## config.mk

```make
export PLATFORM = sky130hd
export DESIGN_NAME = multi_rate_pulse_gen_flat
export DESIGN_NICKNAME = d
export VERILOG_FILES = /design/src/rtl/multi_rate_pulse_gen_if.sv /design/src/rtl/multi_rate_pulse_gen.sv /design/src/flat_wrapper.sv
export SDC_FILE = /design/constraint.sdc
export NUM_CORES = 1
export LEC_CHECK = 0
export CAP_MARGIN = 20
export CORE_MARGIN = 2
export CORE_UTILIZATION = 30
export CTS_CLUSTER_SIZE = 8
export DETAILED_ROUTE_END_ITERATION = 8
export HOLD_SLACK_MARGIN = 0.03
export PLACE_DENSITY_LB_ADDON = 0.15
export SYNTH_ARGS = -nofsm -noshare
export SYNTH_HDL_FRONTEND = slang
export SYNTH_SLANG_ARGS = --single-unit
```

## constraint.sdc

```tcl
create_clock -name clk -period 3.97 [get_ports clk]
set_clock_uncertainty 0.1 [all_clocks]
set_input_delay 0.5955 -clock clk [delete_from_list [all_inputs] [get_ports clk]]
set_output_delay 0.5955 -clock clk [all_outputs]
set_load 0.005 [all_outputs]
```

## src/rtl/multi_rate_pulse_gen_if.sv

```systemverilog
// rtl/multi_rate_pulse_gen_if.sv - control and strobe bundle for multi_rate_pulse_gen
interface multi_rate_pulse_gen_if #(
  parameter int CHANNELS = 4,
  parameter int CNT_W    = 16
);
  logic [CHANNELS-1:0]       en;
  logic [CHANNELS-1:0]       oneshot;
  logic [CHANNELS-1:0]       div_load;
  logic [CHANNELS*CNT_W-1:0] div_val;
  logic                      sync;
  logic [CHANNELS-1:0]       pulse;
  logic [CHANNELS-1:0]       armed;

  modport master (
    output en, oneshot, div_load, div_val, sync,
    input  pulse, armed
  );

  modport slave (
    input  en, oneshot, div_load, div_val, sync,
    output pulse, armed
  );
endinterface

```

## src/rtl/multi_rate_pulse_gen.sv

```systemverilog
// rtl/multi_rate_pulse_gen.sv - CHANNELS independent divisor-driven single-cycle rate pulses
module multi_rate_pulse_gen #(
  parameter int CHANNELS    = 4,
  parameter int CNT_W       = 16,
  parameter int DEFAULT_DIV = 100
) (
  input logic                   clk,
  input logic                   rst,
  multi_rate_pulse_gen_if.slave bus
);
  localparam logic [CNT_W-1:0] DEF_DIV = CNT_W'(DEFAULT_DIV);
  localparam logic [CNT_W-1:0] ONE     = CNT_W'(1);

  logic [CNT_W-1:0]    div_q [CHANNELS];
  logic [CNT_W-1:0]    cnt_q [CHANNELS];
  logic [CNT_W-1:0]    term  [CHANNELS];
  logic [CHANNELS-1:0] arm_q;
  logic [CHANNELS-1:0] pulse_q;

  // Terminal count is E-1 with E = max(DIV, 1), so 0 and 1 both pulse every enabled cycle.
  always_comb begin
    for (int i = 0; i < CHANNELS; i++) begin
      term[i] = (div_q[i] == '0) ? '0 : div_q[i] - ONE;
    end
  end

  // Per-channel update, priority rst > sync > div_load > count; loads always clear CNT.
  always_ff @(posedge clk) begin
    for (int i = 0; i < CHANNELS; i++) begin
      if (rst) begin
        div_q[i]   <= DEF_DIV;
        cnt_q[i]   <= '0;
        arm_q[i]   <= 1'b1;
        pulse_q[i] <= 1'b0;
      end else if (bus.sync) begin
        cnt_q[i]   <= '0;
        arm_q[i]   <= 1'b1;
        pulse_q[i] <= 1'b0;
        if (bus.div_load[i]) begin
          div_q[i] <= bus.div_val[i*CNT_W +: CNT_W];
        end
      end else if (bus.div_load[i]) begin
        div_q[i]   <= bus.div_val[i*CNT_W +: CNT_W];
        cnt_q[i]   <= '0;
        arm_q[i]   <= 1'b1;
        pulse_q[i] <= 1'b0;
      end else if (bus.en[i] && arm_q[i]) begin
        if (cnt_q[i] == term[i]) begin
          cnt_q[i]   <= '0;
          pulse_q[i] <= 1'b1;
          if (bus.oneshot[i]) begin
            arm_q[i] <= 1'b0;
          end
        end else begin
          cnt_q[i]   <= cnt_q[i] + ONE;
          pulse_q[i] <= 1'b0;
        end
      end else begin
        pulse_q[i] <= 1'b0;
      end
    end
  end

  assign bus.pulse = pulse_q;
  assign bus.armed = arm_q;
endmodule

```

## src/flat_wrapper.sv

```systemverilog
// flat-port wrapper written by rule: the top's interface ports become plain ports
module multi_rate_pulse_gen_flat 
#(
  parameter int CHANNELS    = 4,
  parameter int CNT_W       = 16,
  parameter int DEFAULT_DIV = 100
)
  (clk, rst, bus_en, bus_oneshot, bus_div_load, bus_div_val, bus_sync, bus_pulse, bus_armed);
  multi_rate_pulse_gen_if #(.CHANNELS(CHANNELS), .CNT_W(CNT_W)) bus_i ();
  input logic clk;
  input logic rst;
  input wire logic [$bits(bus_i.en)-1:0] bus_en;
  input wire logic [$bits(bus_i.oneshot)-1:0] bus_oneshot;
  input wire logic [$bits(bus_i.div_load)-1:0] bus_div_load;
  input wire logic [$bits(bus_i.div_val)-1:0] bus_div_val;
  input wire logic [$bits(bus_i.sync)-1:0] bus_sync;
  output wire logic [$bits(bus_i.pulse)-1:0] bus_pulse;
  output wire logic [$bits(bus_i.armed)-1:0] bus_armed;
  assign bus_i.en = bus_en;
  assign bus_i.oneshot = bus_oneshot;
  assign bus_i.div_load = bus_div_load;
  assign bus_i.div_val = bus_div_val;
  assign bus_i.sync = bus_sync;
  assign bus_pulse = bus_i.pulse;
  assign bus_armed = bus_i.armed;
  multi_rate_pulse_gen #(.CHANNELS(CHANNELS), .CNT_W(CNT_W), .DEFAULT_DIV(DEFAULT_DIV)) u_core (.clk(clk), .rst(rst), .bus(bus_i));
endmodule
```

==> impl_metrics.ini, run 1 <==
[power_and_ir_drop]
combPwrFrac = 0.140
power_density_nw_per_um2 = 340
power.total_mw = 4.02
sequentialPowerShare = 0.442
p_int_mw = 2.93
p_leak_nw = 3.99
ir_drop_uv = 199
p_clk_frac = 0.417
p_switching_mw = 1.08
switching_share = 0.270

[yosys]
ys_warn_count = 0
synth_xor_area_frac = 0.0870
ys_seq_area_frac = 0.405
synthAdderAreaFrac = 0.0101
synth_ff_type = edfxtp_1
netlist_area_um2 = 9880
avgSynthCellArea_um2 = 9.40
synth.distinct_cells = 92
synth_compound_area_frac = 0.132
async_flop_share = 0
ys_ff_latch = 136
synthMuxAreaShare = 0.0237
synth_fp_nets = 1138
synth_top_family_by_area = simple AND/OR/NAND/NOR gates
synth-simple-area-share = 0.299
synth_edf_count = 128
syn_inst = 1051

[timing]
tightest_slew_ps = 836
fin_crit_sh = 0.930
tns_ps = 0
maxSlewHeadroom = 0.442
finalSetupViolCount = 0
timing.final.ws_setup_ps = 276
hold_viol_final = 0
final_max_slew_viol_count = 0
max_freq_mhz = 271
fin_hold_ws_ps = 421
period_needed_ps = 3690
rsz0062_at_grt = false

[final_layout]
area_growth_pct = 19.5
seqCellArea_um2 = 4000
fillCellCount = 3299
layout-drive-gt1-share = 0.0915
final_cell_area_um2 = 11800
final_cells = 1580
final_nets = 1211
post-route-util = 0.364
multi_input_area_um2 = 5450

[clock_tree]
hold_buffers = 0
clockBufferDepth = 2
cts_buffers = 17
clk_pin_slew_ps = 70
cts_tree = built
root_buffer = clkbuf_16
clkSinkCount = 136
cts_htree_levels = 4
post-cts-setup-buffer-count = 0
insertion_delay_ps = 430
cts_resized = 0

[floorplanning]
die_w_um = 185
core-area_um2 = 32500
start_util = 0.304
rows = 66
die_h_um = 185
die-area_um2 = 34400
io_pins = 87

[placement]
portBuffers = 86
dpl_worst_slack_ps = 280
place_area_um2 = 11200
hpwlAfterDp_mm = 19.2
place.gp.congestion = 0.874
placedCellCount = 1547

[route]
wl_per_cell_um = 16.3
drt_iter0_markers = 438
post-route-drc-count = 0
ant_nets = 0
wirelength_mm = 25.7
first_pass_iters = 5
routed_via_density = 5.23
num_vias = 8257

[global_routing]
gr-total-overflow = 0
antenna_found_initial = 1
grt_max_degree = 18
grt_pass1_wl_mm = 41.5
grtUsageTotal = 0.152
grt_pass1_vias = 7761

[setup_path]
critPathMaxFanout = 17
cp.arrival_ps = 3770
worstSetupEndpointType = flip-flop
startpoint_type = flip-flop
cp.required_ps = 4040
crit_type = flip-flop to flip-flop
critical_path.startpoint = u_core.div_q[0][0]$_DFFE_PP_
r2r-start = u_core.div_q[0][0]$_DFFE_PP_

[outcome]
status = finished, final reports clean

[min_path]
hold_path_class = flip-flop to flip-flop
hold_start = u_core.bus.armed[0]$_SDFFE_PP1P_

[run]
maxCapViolations = 0
[critical path, stage by stage (launching register included)]
cell       delay [ps]
edfxtp_1          490
inv_1             130
ha_1              180
or4b_2            680
or4_1             560
o211ai_1          180
a22oi_1           100
a2111oi_2         400
and4_1            230
buf_4             280
a21oi_1           100
[metal layers]
layer,track usage,up-vias,share of wire
met5,0,-,0
met4,0.0390,0,0.013
met1,0.208,3918,0.48
li1,-,4120,-
met3,0.0334,27,0.051
met2,0.243,192,0.46
[power groups by stage]
stage / combinational (mW) / clock [mW] / sequential (mW)
finish: 0.563 / 1.68 / 1.78
global route: 0.623 / 1.77 / 1.80
CTS: 0.565 / 1.71 / 1.78
detailed placement: 0.562 / 0 / 1.81
global placement: 0.562 / 0 / 1.80
floorplan: 0.414 / 0 / 1.73
[cells in the final DEF, fill, tap and decap left out, types with 8 or more instances in the layout]
cell	count
and3_1	19
o21ai_0	21
nand2_1	86
xor2_1	38
or2_2	10
nor2b_1	13
nand2b_1	29
a21oi_1	29
o31ai_1	8
mux2i_1	20
and4_1	11
inv_1	31
xnor2_1	55
nor4_1	42
buf_4	27
nor2_1	76
a31oi_1	11
clkbuf_16	17
and2_1	57
clkdlybuf4s50_1	86
or4_1	15
a21oi_2	10
nand4_1	24
a211oi_1	23
or3_1	13
dfxtp_1	8
ha_1	8
edfxtp_1	128
nor3_1	35
nand3_1	46
[flip-flops by register name, summed over array words and instances, names as in the netlist]
register	flops
u_core.div_q	64
u_core.cnt_q	64
u_core.bus.armed	4
u_core.bus.pulse	4
[synthesized netlist by cell type (6+ instances only)]
cell,instances,area [µm²]
edfxtp_1,128,3840
nand2_1,86,323
nor2_1,76,285
and2_1,57,357
xnor2_1,55,482
nand3_1,46,230
clkbuf_1,44,165
nor4_1,42,263
xor2_1,38,333
nor3_1,35,175
inv_1,31,116
a21oi_1,29,145
nand2b_1,29,181
nand4_1,24,150
a211oi_1,23,173
o21ai_0,21,105
mux2i_1,20,200
and3_1,19,119
or4_1,15,113
nor2b_1,13,81.3
or3_1,13,81.3
a31oi_1,11,68.8
and4_1,11,96.3
a21oi_2,10,87.6
or2_2,10,62.6
dfxtp_1,8,160
ha_1,8,100
o31ai_1,8,60.1
nor4b_1,6,52.6
o211ai_1,6,45.0
o22ai_1,6,37.5
[worst paths after layout]
check	depth (start not counted)	slack, ps	to
max	10	280	u_core.cnt_q[0][1]$_SDFFCE_PN0P_
min	2	420	u_core.bus.armed[0]$_SDFFE_PP1P_
max reg2reg	10	280	u_core.cnt_q[0][1]$_SDFFCE_PN0P_
min reg2reg	2	420	u_core.bus.armed[0]$_SDFFE_PP1P_
[cell type report]
class / instances / share of cell area
repair buffers: 113 / 0.0901
multi-input cells: 825 / 0.462
clock inverters: 14 / 0.0147
well taps: 442 / 0.0468
clock buffers: 18 / 0.0372
diodes: 1 / 0.000212
inverters: 31 / 0.00986
flip-flops and latches: 136 / 0.339
[kinds of logic (layout without fill, tap and decap cells)]
logic type,after synthesis,after routing
DFF,136,136
muxes,23,23
xor gates and xnor gates,95,95
adders and majority gates,8,8
other,0,1
AOI/OAI and AO/OA,177,177
and+or+nand+nor,522,522
buffers and inverters,90,176
Note: power is estimated with default switching activity, not from simulation.
==> run 2: changes to the inputs <==
--- a/config.mk
+++ b/config.mk
@@ -12,6 +12,7 @@
 export DETAILED_ROUTE_END_ITERATION = 8
 export HOLD_SLACK_MARGIN = 0.03
 export PLACE_DENSITY_LB_ADDON = 0.15
+export SKIP_LAST_GASP = 1
 export SYNTH_ARGS = -nofsm -noshare
 export SYNTH_HDL_FRONTEND = slang
 export SYNTH_SLANG_ARGS = --single-unit
==> results of run 2 <==
Same layout as run 1: the final DEF is identical, and so are final timing and power.
==> run 3: changes to the inputs <==
--- a/config.mk
+++ b/config.mk
@@ -6,7 +6,9 @@
 export NUM_CORES = 1
 export LEC_CHECK = 0
 export CAP_MARGIN = 20
-export CORE_MARGIN = 2
+export CELL_PAD_IN_SITES_DETAIL_PLACEMENT = 1
+export CELL_PAD_IN_SITES_GLOBAL_PLACEMENT = 1
+export CORE_MARGIN = 1.5
 export CORE_UTILIZATION = 30
 export CTS_CLUSTER_SIZE = 8
 export DETAILED_ROUTE_END_ITERATION = 8
==> run 3 against run 2 <==
Non-clock buffer count did not move. Maximum frequency decreased by 0.48%. Clock power decreased by 4%. Via count grew 0.25%. Largest cell class unchanged. Largest power group unchanged. Highest routed layer unchanged.
==> impl_metrics.ini, run 3 (synthesized netlist as in run 1, its figures left out) <==
[final_layout]
final_nets = 1211
mostFrequentLayoutCells = 128 x edfxtp_1, 86 x nand2_1, 86 x clkdlybuf4s50_1
fillCellCount = 3716
diodes = 0
layout-drive-gt1-share = 0.0888
top_regs = u_core.cnt_q x64, u_core.div_q x64
final_cell_area_um2 = 11800
final_common_cell = edfxtp_1
area_growth_pct = 19.2

[timing]
maxSlewHeadroom = 0.454
final_max_slew_viol_count = 0
period_needed_ps = 3710
fin_crit_sh = 0.935
max_freq_mhz = 269
rsz0062_at_grt = false
hold_viol_final = 0
tightest_slew_ps = 819
tns_ps = 0
finalSetupViolCount = 0

[clock_tree]
post-cts-setup-buffer-count = 0
cts_resized = 0
root_buffer = clkbuf_16
insertion_delay_ps = 430
clk_pin_slew_ps = 70
cts_tree = built
clockBufferDepth = 2
cts_htree_levels = 4
clkSinkCount = 136
hold_buffers = 0
cts_buffers = 17

[setup_path]
crit_type = flip-flop to flip-flop
worst-path-stages = 10
cp_num_buf_inv = 2
cp.arrival_ps = 3780
cp.required_ps = 4040
cpMaxStageDelayCell = or4b_2
worstSetupEndpoint = u_core.cnt_q[0][2]$_SDFFCE_PN0P_
worstSetupEndpointType = flip-flop
startpoint_type = flip-flop
worstPathCellList = inv_1 -> ha_1 -> or4b_2 -> or4_1 -> o211ai_1 -> a22oi_1 -> a2111oi_2 -> and4_1 -> buf_4 -> a21oi_1
r2r-start = u_core.div_q[0][0]$_DFFE_PP_
r2r_slack_ps = 260
slowest_delay_ps = 680
critPathMaxFanout = 17
cp_top_family = simple AND/OR/NAND/NOR gates
critical_path.startpoint = u_core.div_q[0][0]$_DFFE_PP_
r2r_cells = 10
timing.rr.end = u_core.cnt_q[0][2]$_SDFFCE_PN0P_

[power_and_ir_drop]
ir_drop_uv = 296
power_density_nw_per_um2 = 336
p_leak_nw = 3.97

[placement]
portBuffers = 86
place_area_um2 = 11200
place.gp.congestion = 0.837
hpwlAfterDp_mm = 20.9

[floorplanning]
die-area_um2 = 34000
core-area_um2 = 32500
die_w_um = 184
start_util = 0.304
rows = 66
io_pins = 87
die_h_um = 184

[global_routing]
gr-total-overflow = 0
grtUsageTotal = 0.169
grt_pass1_vias = 8381
antenna_found_initial = 0
grt_max_degree = 18
grt_pass1_wl_mm = 45.1

[route]
num_vias = 8278
post-route-drc-count = 0
wl_per_cell_um = 17.6
ant_nets = 0
drt_iter0_markers = 328
first_pass_iters = 5
routed_via_density = 5.24
wirelength_mm = 27.7

[run]
maxCapViolations = 0

[outcome]
status = finished, final reports clean

[min_path]
hold_path_class = flip-flop to flip-flop
-- run 3: changes by cell type in the layout (fill, tap and decap cells not counted), moves of 2 or more --
cell / before / now
clkinv_2: 3 / 1
clkinv_1: 0 / 2
clkinv_4: 5 / 3
inv_6: 2 / 4
-- run 3: worst min-delay path by stage --
stage | from | to | slack [ps] | cells after the start
CTS | u_core.bus.armed[0]$_SDFFE_PP1P_ | u_core.bus.armed[0]$_SDFFE_PP1P_ | 440 | 2
floorplan | u_core.bus.armed[0]$_SDFFE_PP1P_ | u_core.bus.armed[0]$_SDFFE_PP1P_ | 390 | 2
global placement | u_core.bus.armed[3]$_SDFFE_PP1P_ | u_core.bus.armed[3]$_SDFFE_PP1P_ | 400 | 1
finish | u_core.bus.armed[0]$_SDFFE_PP1P_ | u_core.bus.armed[0]$_SDFFE_PP1P_ | 430 | 2
detailed placement | u_core.bus.armed[0]$_SDFFE_PP1P_ | u_core.bus.armed[0]$_SDFFE_PP1P_ | 430 | 2
global route | u_core.bus.armed[3]$_SDFFE_PP1P_ | u_core.bus.armed[3]$_SDFFE_PP1P_ | 470 | 1
-- run 3: metrics by stage --
stage	worst slack [ps]	hold slack, ps	utilization	power [mW]	std cells
finish	258	430	0.363	3.96	1579
global route	57.1	472	0.363	4.14	1579
CTS	278	442	0.363	4.00	1579
detailed placement	295	427	0.345	2.38	1547
global placement	381	399	0.345	2.37	1547
floorplan	324	394	-	2.15	1051
-- run 3: worst min-delay path, stage by stage, from the launching register on --
cell     delay, ps
dfxtp_1        340
nor2_1         110
a21oi_1         40
-- run 3: power by group --
| part | switching [mW] | internal, mW |
|---|---|---|
| combinational | 0.290 | 0.276 |
| clock | 0.682 | 0.930 |
| sequential | 0.135 | 1.65 |
-- run 3: area by class of cell --
| class | count | area, µm² | share of cell area |
|---|---|---|---|
| Tap cell | 442 | 553 | 0.0470 |
| Inverter | 31 | 116 | 0.00989 |
| Timing Repair Buffer | 113 | 1060 | 0.0904 |
| Clock inverter | 14 | 149 | 0.0127 |
| Clock buffer | 18 | 429 | 0.0365 |
| Sequential cell | 136 | 4000 | 0.340 |
| Multi-Input combinational cell | 825 | 5450 | 0.463 |
-- run 3: per-layer routing --
| metal | GRT usage | wire length [µm] |
|---|---|---|
| met4 | 0.0413 | 288 |
| met3 | 0.0302 | 946 |
| met5 | 0 | 0 |
| met2 | 0.280 | 12900 |
| met1 | 0.226 | 13600 |
